### config.mk
export PLATFORM = sky130hd
export DESIGN_NAME = ps2key_event_encoder
export DESIGN_NICKNAME = d
export VERILOG_FILES = /design/src/rtl/ps2key_event_encoder.sv
export SDC_FILE = /design/constraint.sdc
export NUM_CORES = 1
export LEC_CHECK = 0
export BUFFER_PORTS_ARGS = -buffer_cell sky130_fd_sc_hd__buf_2
export CAP_MARGIN = 15
export CORE_UTILIZATION = 44
export DETAILED_ROUTE_END_ITERATION = 12
export GPL_TIMING_DRIVEN = 0
export PLACE_DENSITY = 0.76
export SLEW_MARGIN = 20
export SYNTH_ARGS = -nofsm -noshare
export SYNTH_HDL_FRONTEND = slang
export SYNTH_SLANG_ARGS = --single-unit
### constraint.sdc
create_clock -name clk_sys -period 1.8 [get_ports clk_sys]
set_clock_uncertainty 0.2 [all_clocks]
set_input_delay 0.54 -clock clk_sys [delete_from_list [all_inputs] [get_ports clk_sys]]
set_output_delay 0.54 -clock clk_sys [all_outputs]
set_load 0.03 [all_outputs]
### src/rtl/ps2key_event_encoder.sv
// ----------------------------------------------------------------------------
// ps2key_event_encoder
//
// Turns a vector of live button levels into ps2_key-style keyboard events,
// one make or break event per toggle of ps2_key[64]. Changes are serialised
// in button-index order. Consecutive events are spaced GAP clocks apart.
//
// Parameters
//   GAP      clocks between consecutive event toggles when backlogged (2..255)
//
// Ports
//   clk_sys  in   1   single clock, rising edge
//   reset    in   1   synchronous, active-high
//   btn_in   in   7   button levels, already synchronous to clk_sys
//                     [0] up [1] down [2] left [3] right
//                     [4] fire [5] start 1P [6] coin
//   ps2_key  out  65  [7:0] scancode, [15:8] F0/E0/00, [23:16] E0/00,
//                     [63:24] zero, [64] toggles once per event
//   busy     out  1   an event is pending or the gap timer is running
// ----------------------------------------------------------------------------
module ps2key_event_encoder #(
    parameter int unsigned GAP = 16
) (
    input  logic        clk_sys,
    input  logic        reset,
    input  logic [6:0]  btn_in,
    output logic [64:0] ps2_key,
    output logic        busy
);

    typedef enum logic {
        IDLE,
        HOLD
    } state_e;

    state_e      state_q;
    logic [6:0]  btn_q;
    logic [6:0]  sent_q;      // level last reported per button
    logic [7:0]  cnt_q;
    logic [6:0]  pending;
    logic [2:0]  sel_idx;
    logic [6:0]  sent_flip;
    logic [63:0] word_d;      // event word for the selected button

    // Buttons 0..3 (the arrows) use E0-prefixed extended codes.
    function automatic logic [7:0] scancode(input logic [2:0] idx);
        case (idx)
            3'd0:    return 8'h75;
            3'd1:    return 8'h72;
            3'd2:    return 8'h6B;
            3'd3:    return 8'h74;
            3'd4:    return 8'h29;
            3'd5:    return 8'h05;
            default: return 8'h04;
        endcase
    endfunction

    // A button that changes and returns before service drops out of pending,
    // which is what cancels glitches.
    assign pending = btn_q ^ sent_q;
    assign busy    = (state_q == HOLD) | (|pending);

    always_comb begin
        // NOTE: every output of this block gets a default first so no latch
        // is inferred when nothing is pending.
        sel_idx = 3'd0;
        // Scan downwards so the lowest set index is the one left standing.
        for (int i = 6; i >= 0; i--) begin
            if (pending[i]) begin
                sel_idx = 3'(i);
            end
        end
        sent_flip = 7'b1 << sel_idx;

        word_d       = '0;
        word_d[7:0]  = scancode(sel_idx);
        if (!btn_q[sel_idx]) begin
            word_d[15:8] = 8'hF0;
            if (!sel_idx[2]) begin
                word_d[23:16] = 8'hE0;
            end
        end else if (!sel_idx[2]) begin
            word_d[15:8] = 8'hE0;
        end
    end

    // HOLD lasts GAP-1 clocks (cnt counts GAP-2 down to 0), and the return to
    // IDLE costs one more, so back-to-back toggles land exactly GAP apart.
    always_ff @(posedge clk_sys) begin
        // NOTE: sequential state uses non-blocking assignments so every
        // register samples the pre-edge values of the others.
        if (reset) begin
            state_q <= IDLE;
            btn_q   <= '0;
            sent_q  <= '0;
            cnt_q   <= '0;
            ps2_key <= '0;
        end else begin
            btn_q <= btn_in;
            case (state_q)
                IDLE: begin
                    if (|pending) begin
                        sent_q  <= sent_q ^ sent_flip;
                        // All 65 bits move on the same edge, so a consumer
                        // keyed on bit 64 always sees a coherent word.
                        ps2_key <= {~ps2_key[64], word_d};
                        cnt_q   <= 8'(GAP - 2);
                        state_q <= HOLD;
                    end
                end
                HOLD: begin
                    if (cnt_q == 8'd0) begin
                        state_q <= IDLE;
                    end else begin
                        cnt_q <= cnt_q - 8'd1;
                    end
                end
                default: state_q <= IDLE;
            endcase
        end
    end

endmodule

; Yosys cells after proc, flatten, opt, wreduce, memory -nomap -nowiden
; Cells that the tools add are included.
[op_classes]
n_addsub = 1
shift = 1
muxes = 19
magnitude_cmp = 1
n_reduce_logical = 5
bitwise = 5
n_mul = 0
eq_ne = 7
div_mod_pow = 0
[ops]
columns = cell, n
row1 = one-hot mux 7 bit (6 select lines), 1
row2 = two-way mux 8 bit, 5
row3 = two-way mux 3 bit, 7
row4 = one-hot mux 8 bit (2 select lines), 1
row5 = bitwise XOR 7 bit, 2
row6 = zero test 8 bit, 1
row7 = subtractor 8 x 1 -> 8 bit (second input constant), 1
row8 = OR reduction 7 bit, 1
row9 = << shifter 1 x 3 -> 7 bit (first input constant), 1
row10 = equality test 3 x 2 -> 1 bit (second input constant), 2
row11 = equality test 3 bit (second input constant), 2
row12 = < comparator 3 x 4 -> 1 bit (second input constant), 1
row13 = inequality test 2 bit (second input constant), 2
row14 = AND reduction 2 bit, 2
row15 = binary-select mux 1 bit (select 3 bit), 1
row16 = equality test 3 x 1 -> 1 bit (second input constant), 1
row17 = zero test 3 bit, 1
row18 = two-way mux 1 bit, 3
row19 = inverter 1 bit, 2
row20 = one-hot mux 1 bit (2 select lines), 1
row21 = OR 1 bit, 1
[word_totals]
latchBits = 0
regBits = 48
n_memories = 0
input_bits = 9
ramBits = 0
rom_bits = 0

; Longest topological paths before layout
; Gate-level depths: netlist of the first run.
[depth]
ltp_word = 11
ltp_mapped = 8

; Least setup slack after synthesis of the first run
; Ideal clock, no wire load.
[synth_path]
kind = reg-to-output
startpoint = register sent_q[1]
endpoint = output port busy
path_buffers = 0
required_ns = 1.060
stages_incl_launch_ff = 4
arrival_ns = 1.318
setup_slack_ns = -0.258
path_cell_list = dfxtp_1 -> xor2_1 -> nor4_4 -> nand3_1
[synth_between]
elab_chain_len = 3
[synth_rtl]
columns = element, line_no
row1 = from (decl), 38  ; logic [6:0] sent_q;
row2 = from (signal assigned), 103  ; sent_q <= sent_q ^ sent_flip;
row3 = bitwise XOR 7 bit, 60  ; assign pending = btn_q ^ sent_q;
row4 = OR reduction 7 bit, 61  ; assign busy = (state_q == HOLD) | (|pending);
row5 = OR 1 bit, 61
row6 = to (decl), 28  ; output logic busy
; Every way passes these cells.

; Final worst setup path of the first run
[layout_path]
startpoint = register sent_q[2]
endpoint = output port busy
; Same word-level chain as after synthesis.

==> reports/results.txt, run 1 <==
power density cells = 1160 nW/um2
Site Rows = 24
Clock power frac = 15.5%
worst reg2reg endpoint = sent_q[2]
Final setup viols = 24
Detailed Place HPWL = 2.743 mm
CP startpoint kind = flop
number of global-route vias before repair = 1441
area delta synth->final = 47.80%
WL per Instance = 11.77 um
Worst R2R Path Depth = 8
fillcell total = 336
Layout Utilization = 67.44%
post-route worst setup slack = -0.4507 ns
launching point of the worst reg2reg path = btn_q[1]
total I/O pin count = 75
die area = 4789 um2
Pre-Repair DR Iteration Count = 8
I/O Buffers = 23
gr ovfl total = 0
leading cell type in the layout, fill and taps excluded = buf_4
switch share = 42.34%
multi-input logic area = 1331 um2
post-synth top area share = 34.26%
crit path time final = 2.251 ns
hold-critical path depth = 2
DRT Wirelength = 4.486 mm
Slew Limit Headroom = 63.90%
H-tree depth = 2
Num CTS Buffers = 5
share of power burned in registers = 30.0%
Post-Syn Area = 1987 um2
maximum number of pins on one net before global-route repair = 11
achievable clock frequency = 444.3 MHz
warnings from Yosys = 0
worst vdd ir = 0.0007752 V
Worst Tran Pin Value = 0.5415 ns
number of synthesized flops with an enable pin = 0
R2R Setup Slk = -0.37 ns
syn_area_per_cell = 8.527 um2
ys flop type = dfxtp_1
CTS tree = yes
Die W = 69.20 um
Sequential Area = 714.4 um2
clk_lat worst skew = 0.29 ns
area leader, netlist = dfxtp_1
combinational share of power = 54.6%
Critical Path Sink Type = primary output
hold buffer count at cts = 0
hold path endpoint = ps2_key[3]
Seq/Total Area, Yosys = 34.26%
# diodes = 0
Core ar. = 4354 um2
Max Slew Vio Count = 0
Worst EP required = 1.06 ns
Max clock buf depth = 2
status = finished with violations
layout cells sized above 1 = 47.11%
Final TNS setup = -5.274 ns
Synth cell types = 39
Final Hold Fails = 0
commonest non-fill, non-tap cells in the layout = buf_4 (66), conb_1 (50), nor2_1 (22), buf_2 (22), dfxtp_1 (21)
global placer's final weighted congestion = 0.8035
CP Max Fanout = 3
Synth area leaders = dfxtp_1 (34%), buf_4 (21%), xnor2_1 (4.8%), nor2_1 (4.7%), xor2_1 (4.0%)
setup slack at placement = -0.3672 ns
Iter 0 DRT Violations = 66
Post-DP Area = 2435 um2
Starting Density = 45.63%
WP data arrival = 1.51 ns
failing checks = DRC, setup timing
drt via density = 4.525
clk sinks = 34
Crit Path Class = reg2out
first-pass GRT wire length = 6.624 mm
final antenna-violating net count = 0
design area = 2937 um2
Clk pin slew, worst setup/hold paths = 0.07 ns
Post-synth ARST share = 0%
NetSw = 0.001442 W
Global Route Usage Sum = 17.20%
Pleak = 1.368 nW
initial antenna violation count = 0
Die Ht = 69.20 um
HP Start = ps2_key[3]
fin crit share = 125.0%
post-synthesis cell count = 233
NumNets Final = 339
final hold slack = 0.2494 ns
DRC = 1
vias post-DR = 1724
register bit total from synthesis = 34
Max-Cap Viols = 0
RSZ-0062 raised after global routing = true
Pint = 0.001964 W
worst hold path type = reg2reg
CTS root buf = clkbuf_8
## how the worst max path moves through the flow
stage,from,endpoint
after CTS,btn_q[1],busy
after global placement,btn_q[2],busy
final,sent_q[2],busy
after floorplan,cnt_q[2],cnt_q[7]
after global routing,sent_q[2],busy
after detailed placement,btn_q[2],busy
## metal layers
layer	share of wire [%]	global-route usage [%]	wire, um
met5	0	0	0
met4	2.2	6.576	99
met3	4.9	4.360	220
met2	53	29.02	2395
met1	39	21.02	1770
## logic make-up after synthesis
kind of cell | share of synthesized area (%)
AOI/OAI and AO/OA | 10.77
DFF | 34.26
buffers and inverters | 23.11
and+or+nand+nor | 19.71
other | 0.1887
xor gates and xnor gates | 8.816
adders and majority gates | 0.6296
muxes | 2.519
## synth_stat cells (2+ instances only)
cell	number
nor3b_1	3
nand3_1	5
dfxtp_1	34
inv_1	3
or3_1	6
a21oi_1	10
and2_1	2
nor2_1	25
buf_4	55
clkbuf_1	4
nand2_1	13
o21ai_0	4
xor2_1	9
a211oi_1	4
xnor2_1	11
nor3_1	9
a31oi_1	4
nor2b_1	7
mux2i_1	5
## stage by stage
| step | power, W | cells |
|---|---|---|
| CTS | 0.003193 | 376 |
| finish | 0.003406 | 381 |
| global route | 0.003593 | 381 |
| detailed placement | 0.002393 | 357 |
| global placement | 0.002368 | 357 |
| floorplan | 0.002143 | 282 |
## what timing repair did
item,CTS,global route
resized for setup,28,36
setup endpoints to repair,26,27
setup buffers,12,7
pin swaps,13,14
## layout make-up
class | instances | share of cell area, %
inverter | 3 | 0.3835
sequential | 34 | 24.33
multi-input combinational | 183 | 45.33
timing repair buffer | 42 | 10.31
buffer | 60 | 14.74
clock buffer | 5 | 2.343
clock inverter | 2 | 0.3409
tap | 52 | 2.216
## critical path, cell delays in order (launching register included)
cell and delay (ns):
dfxtp_4 0.36, xor2_4 0.19, nor4_4 0.30, buf_6 0.15, nand3_4 0.08, buf_6 0.16
## state kept, by name (all words and copies together) (netlist names)
signal	cells
state_q	1
sent_q	7
ps2_key	11
btn_q	7
cnt_q	8
## power groups by stage
stage | clock network (W) | registers [W] | logic, W
2_1_floorplan | 0 | 0.00114 | 0.00101
3_3_place_gp | 0 | 0.00101 | 0.00136
3_5_place_dp | 0 | 0.00102 | 0.00138
4_1_cts | 0.000537 | 0.00100 | 0.00166
5_1_grt | 0.000572 | 0.00104 | 0.00198
6_report | 0.000526 | 0.00102 | 0.00186
Power figures use the tool's default switching activity.
==> run 2, diff against run 1 <==
SKIP_LAST_GASP = 1   (was not set)
==> run 2 against run 1 <==
Against the previous run:
- the run still ends with DRC, setup timing left
- critical path depth stayed put
- register-to-register slack hardly changed
- flip-flop and latch count stayed put
- worst setup slack worse by 0.0098 ns
- critical path type unchanged
- highest routed layer unchanged
- combinational power is 2% higher
- clock power hardly changed
- maximum frequency is 0.43% lower
- first-iteration DRC count is 44% lower
- final cell count is 0.52% higher
==> reports/results.txt, run 2 (synthesis results as in run 1) <==
Max-Cap Viols = 0 (unchanged)
area delta synth->final = 48.99%
design area = 2960 um2 (+0.81%)
I/O Buffers = 23 (unchanged)
Clk pin slew, worst setup/hold paths = 0.06 ns (about the same)
Num CTS Buffers = 5 (unchanged)
Layout Utilization = 67.99% (+0.55 points)
Worst EP required = 1.06 ns (about the same)
drt via density = 4.483 (-0.93%)
CTS tree = yes
crit path time final = 2.261 ns (+0.009802 ns)
Site Rows = 24 (unchanged)
total I/O pin count = 75 (unchanged)
RSZ-0062 raised after global routing = true
leading cell type in the layout, fill and taps excluded = buf_4
maximum number of pins on one net before global-route repair = 11 (unchanged)
NumNets Final = 341 (+0.59%)
post-route worst setup slack = -0.4605 ns (-0.009802 ns)
Final TNS setup = -4.249 ns (+1.025 ns)
WP data arrival = 1.52 ns (about the same)
multi-input logic area = 1354 um2 (+1.7%)
Final setup viols = 22 (-8.3%)
Largest regs = ps2_key x11, cnt_q x8
Starting Density = 45.63% (unchanged)
# diodes = 0 (unchanged)
initial antenna violation count = 0 (unchanged)
global placer's final weighted congestion = 0.8035 (unchanged)
Critical Path Sink Type = primary output
vias post-DR = 1717 (-0.41%)
WL per Instance = 12.16 um (+3.3%)
Top reg by flops = ps2_key
fin crit share = 125.6% (+0.54 points)
Max Slew Vio Count = 0 (unchanged)
DRC = 1 (unchanged)
Core ar. = 4354 um2 (unchanged)
Global Route Usage Sum = 17.39% (+0.19 points)
Post-DP Area = 2435 um2 (unchanged)
Sequential Area = 709.4 um2 (-0.70%)
CP startpoint kind = flop
CTS root buf = clkbuf_8
Die Ht = 69.20 um (unchanged)
Pre-Repair DR Iteration Count = 8 (unchanged)
worst vdd ir = 0.0007171 V (-7.5%)
Pleak = 1.383 nW (+1.1%)
CP Max Fanout = 6 (+3)
Largest register FFs = 11 (unchanged)
status = finished with violations
power density cells = 1168 nW/um2 (+0.73%)
Detailed Place HPWL = 2.743 mm (unchanged)
commonest non-fill, non-tap cells in the layout = buf_4 (68), conb_1 (50), buf_2 (22)
Crit Path Class = reg2out
H-tree depth = 2 (unchanged)
clk sinks = 34 (unchanged)
Die W = 69.20 um (unchanged)
gr ovfl total = 0 (unchanged)
die area = 4789 um2 (unchanged)
achievable clock frequency = 442.4 MHz (-0.43%)
Worst Tran Pin Value = 0.6019 ns (+0.06039 ns)
fillcell total = 338 (+0.60%)
Final Hold Fails = 0 (unchanged)
Iter 0 DRT Violations = 37 (-44%)
number of global-route vias before repair = 1421 (-1.4%)
worst hold path type = in2reg
Max clock buf depth = 2 (unchanged)
Slew Limit Headroom = 59.88% (-4.0 points)
final antenna-violating net count = 0 (unchanged)
failing checks = DRC, setup timing
layout cells sized above 1 = 48.94% (+1.8 points)
DRT Wirelength = 4.659 mm (+3.9%)
first-pass GRT wire length = 6.686 mm (+0.94%)
clk_lat worst skew = 0.29 ns (about the same)
Total Power = 0.003458 W (+1.5%)
run 2: repair_timing:
| item | in CTS | in global routing |
|---|---|---|
| hold buffers | 0 | 0 |
| resized for setup | 26 | 43 |
| gates cloned | 0 | 1 |
| setup endpoints to repair | 26 | 27 |
| buffers inserted | 12 | 8 |
| pin swaps | 12 | 14 |
run 2: power by group:
group	internal (W)	total, W	switching (W)
clock	0.000259	0.000527	0.000268
combinational	0.000827	0.00190	0.00108
sequential	0.000896	0.00103	0.000133
total	0.00198	0.00346	0.00148
run 2: worst paths after layout:
| path | to | slack (ns) | cells past startpoint | start |
|---|---|---|---|---|
| worst max-delay path | busy | -0.46 | 5 | sent_q[2] |
| worst min-delay path | btn_q[6] | 0.26 | 2 | btn_in[6] |
| worst max register to register | sent_q[2] | -0.36 | 8 | btn_q[1] |
| worst min register to register | ps2_key[1] | 0.27 | 2 | ps2_key[1] |
run 2: per-layer routing:
| metal | track usage, % | part of all wire (%) | vias up |
|---|---|---|---|
| met5 | 0 | 0 | - |
| met4 | 5.669 | 2.0 | 0 |
| met3 | 4.215 | 4.8 | 11 |
| met2 | 29.77 | 53 | 55 |
| met1 | 21.39 | 40 | 781 |
| li1 | - | - | 870 |
run 2: layout make-up:
type                       instances  area share [%]
timing repair buffer              44           10.31
inverter                           3          0.3804
buffer                            60           14.75
clock inverter                     2          0.3381
tap                               52           2.198
clock buffer                       5           2.325
multi-input combinational        183           45.73
sequential                        34           23.96
run 2: worst max-delay path, stage by stage, from the launching register on:
cell and delay, ns:
dfxtp_4 0.36, xor2_4 0.19, nor4_4 0.28, buf_6 0.16, nand3_4 0.08, buf_6 0.16
run 2: metrics by stage:
| stage | instances | setup slack, ns | hold slack [ns] |
|---|---|---|---|
| 4_1_cts | 376 | -0.4795 | 0.2524 |
| 2_1_floorplan | 282 | -0.1527 | 0.2751 |
| 5_1_grt | 383 | -0.5207 | 0.2775 |
| 3_3_place_gp | 357 | -0.3667 | 0.2400 |
| 3_5_place_dp | 357 | -0.3672 | 0.2428 |
| 6_report | 383 | -0.4605 | 0.2631 |
==> run 3, diff against run 2 <==
BUFFER_PORTS_ARGS = -buffer_cell sky130_fd_sc_hd__buf_4   (was -buffer_cell sky130_fd_sc_hd__buf_2)
SKIP_CTS_REPAIR_TIMING = 1   (was not set)
TNS_END_PERCENT = 100   (was not set)
==> run 3 against run 2 <==
Against the previous run:
- the run ends with setup timing left
- final cell count rose by 0.52%
- combinational power up 3%
- maximum frequency is 3.3% lower
- global-route usage is 1.3 points lower
- register-to-register slack improved by 0.02 ns
- flip-flop and latch count stayed put
- cell area rose by 1.4%
- non-clock buffer count rose by 1
- critical endpoint unchanged
==> reports/results.txt, run 3 (synthesis results as in run 1) <==
CP startpoint kind = flop
Final TNS setup = -5.151 ns (-0.9015 ns)
CTS root buf = clkbuf_8
Pint = 0.002188 W (+10%)
R2R Setup Slk = -0.34 ns (+0.02 ns)
drt via density = 4.535 (+1.2%)
gr ovfl total = 0 (unchanged)
crit path time final = 2.337 ns (+0.07605 ns)
Worst EP required = 1.06 ns (about the same)
Pleak = 1.392 nW (+0.66%)
Max Slew Vio Count = 0 (unchanged)
Largest register FFs = 11 (unchanged)
Largest regs = ps2_key x11, cnt_q x8
Max clock buf depth = 2 (unchanged)
vias post-DR = 1746 (+1.7%)
total I/O pin count = 75 (unchanged)
Max-Cap Viols = 0 (unchanged)
crit path cell chain = xor2_4 > nor4_4 > buf_4 > nand3_4 > buf_6
clk_lat worst skew = 0.29 ns (about the same)
WP data arrival = 1.60 ns (+0.08 ns)
Core ar. = 4354 um2 (unchanged)
placed cell count = 357 (unchanged)
share of power burned in registers = 28.2% (-1.6 points)
worst hold path type = in2reg
H-tree depth = 2 (unchanged)
# diodes = 0 (unchanged)
Crit-path slowest cell = dfxtp_4
Final Non-Filler Cells = 385 (+0.52%)
Die W = 69.20 um (unchanged)
status = finished with violations
Clock power frac = 18.6% (+3.4 points)
Crit path largest cell delay = 0.37 ns (about the same)
NetSw = 0.001484 W (+0.51%)
maximum number of pins on one net before global-route repair = 12 (+1)
failing checks = setup timing
Final Hold Fails = 0 (unchanged)
commonest non-fill, non-tap cells in the layout = buf_4 (93), conb_1 (50), nor2_1 (22)
global placer's final weighted congestion = 0.8119 (+1.0%)
achievable clock frequency = 428.0 MHz (-3.3%)
DRC = 0 (-1)
number of global-route vias before repair = 1376 (-3.2%)
Worst Tran Pin Value = 0.6926 ns (+0.09077 ns)
post-route worst setup slack = -0.5366 ns (-0.07605 ns)
Pre-Repair DR Iteration Count = 4 (-4)
power density cells = 1223 nW/um2 (+4.7%)
Crit Path Class = reg2out
Num CTS Buffers = 5 (unchanged)
RSZ-0062 raised after global routing = true
Iter 0 DRT Violations = 51 (+38%)
initial antenna violation count = 0 (unchanged)
Detailed Place HPWL = 2.837 mm (+3.4%)
DRT Wirelength = 4.583 mm (-1.6%)
fin crit share = 129.8% (+4.2 points)
NumNets Final = 342 (+0.29%)
die area = 4789 um2 (unchanged)
CTS tree = yes
worst vdd ir = 0.0008951 V (+25%)
combinational share of power = 53.2% (-1.8 points)
Top reg by flops = ps2_key
Global Route Usage Sum = 16.05% (-1.3 points)
Starting Density = 45.63% (unchanged)
Die Ht = 69.20 um (unchanged)
I/O Buffers = 23 (unchanged)
WL per Instance = 11.90 um (-2.1%)
Critical Path Sink Type = primary output
final antenna-violating net count = 0 (unchanged)
layout cells sized above 1 = 46.85% (-2.1 points)
Site Rows = 24 (unchanged)
first-pass GRT wire length = 6.134 mm (-8.3%)
Clk pin slew, worst setup/hold paths = 0.06 ns (about the same)
area delta synth->final = 51.07%
CP Max Fanout = 5 (-1)
Layout Utilization = 68.94% (+0.95 points)
Final setup viols = 26 (+18%)
leading cell type in the layout, fill and taps excluded = buf_4
switch share = 40.41% (-2.3 points)
clk sinks = 34 (unchanged)
Slew Limit Headroom = 53.82% (-6.1 points)
==> run 3: cell count changes in the layout (fill, tap and decap cells not counted), sizes merged <==
| cell | previous run | this run |
|---|---|---|
| buf | 99 | 100 |
| bufinv | 0 | 1 |
==> run 3: path summary, 6_finish.rpt <==
check | start | end | cells past startpoint
min reg2reg | ps2_key[3] | ps2_key[3] | 2
min | btn_in[3] | btn_q[3] | 2
max reg2reg | btn_q[1] | sent_q[6] | 8
max | btn_q[1] | busy | 5
==> run 3: power groups by stage <==
stage,combinational (W),sequential (W),clock (W)
2_1_floorplan,0.00101,0.00114,0
3_3_place_gp,0.00141,0.00101,0
3_5_place_dp,0.00144,0.00102,0
4_1_cts,0.00145,0.00101,0.000695
5_1_grt,0.00207,0.00105,0.000729
6_report,0.00195,0.00103,0.000684
==> run 3: per-layer routing <==
metal | up-vias | part of all wire [%] | global-route usage [%]
li1 | 873 | - | -
met1 | 808 | 39 | 18.86
met2 | 54 | 54 | 28.16
met3 | 11 | 4.9 | 4.215
met4 | 0 | 2.2 | 5.442
met5 | - | 0 | 0
==> run 3: layout make-up <==
class / instances / area (um2)
Clock buffer: 5 / 68.82
Fill cell: 333 / 1353
Multi-Input combinational cell: 183 / 1311
Sequential cell: 34 / 709.4
Tap cell: 52 / 65.06
Buffer: 62 / 457.9
Inverter: 3 / 11.26
Timing Repair Buffer: 43 / 337.8
Clock inverter: 3 / 40.04
==> run 3: stage by stage <==
step / power, W / setup WS (ns) / hold WS [ns] / cell area [um2]
after floorplan: 0.002143 / -0.1527 / 0.2751 / 2255
after global placement: 0.002428 / -0.3596 / 0.2430 / 2492
after detailed placement: 0.002460 / -0.3823 / 0.2582 / 2492
after CTS: 0.003148 / -0.6714 / 0.2586 / 2601
after global routing: 0.003847 / -0.5892 / 0.2539 / 3002
final: 0.003672 / -0.5366 / 0.2627 / 3002
==> run 3: critical path: cells and delay by family (launching register included) <==
family | cells | cell delay (ns)
XOR/XNOR | 1 | 0.20
buffers and inverters | 2 | 0.36
flip-flops | 1 | 0.37
AND/OR/NAND/NOR | 2 | 0.38
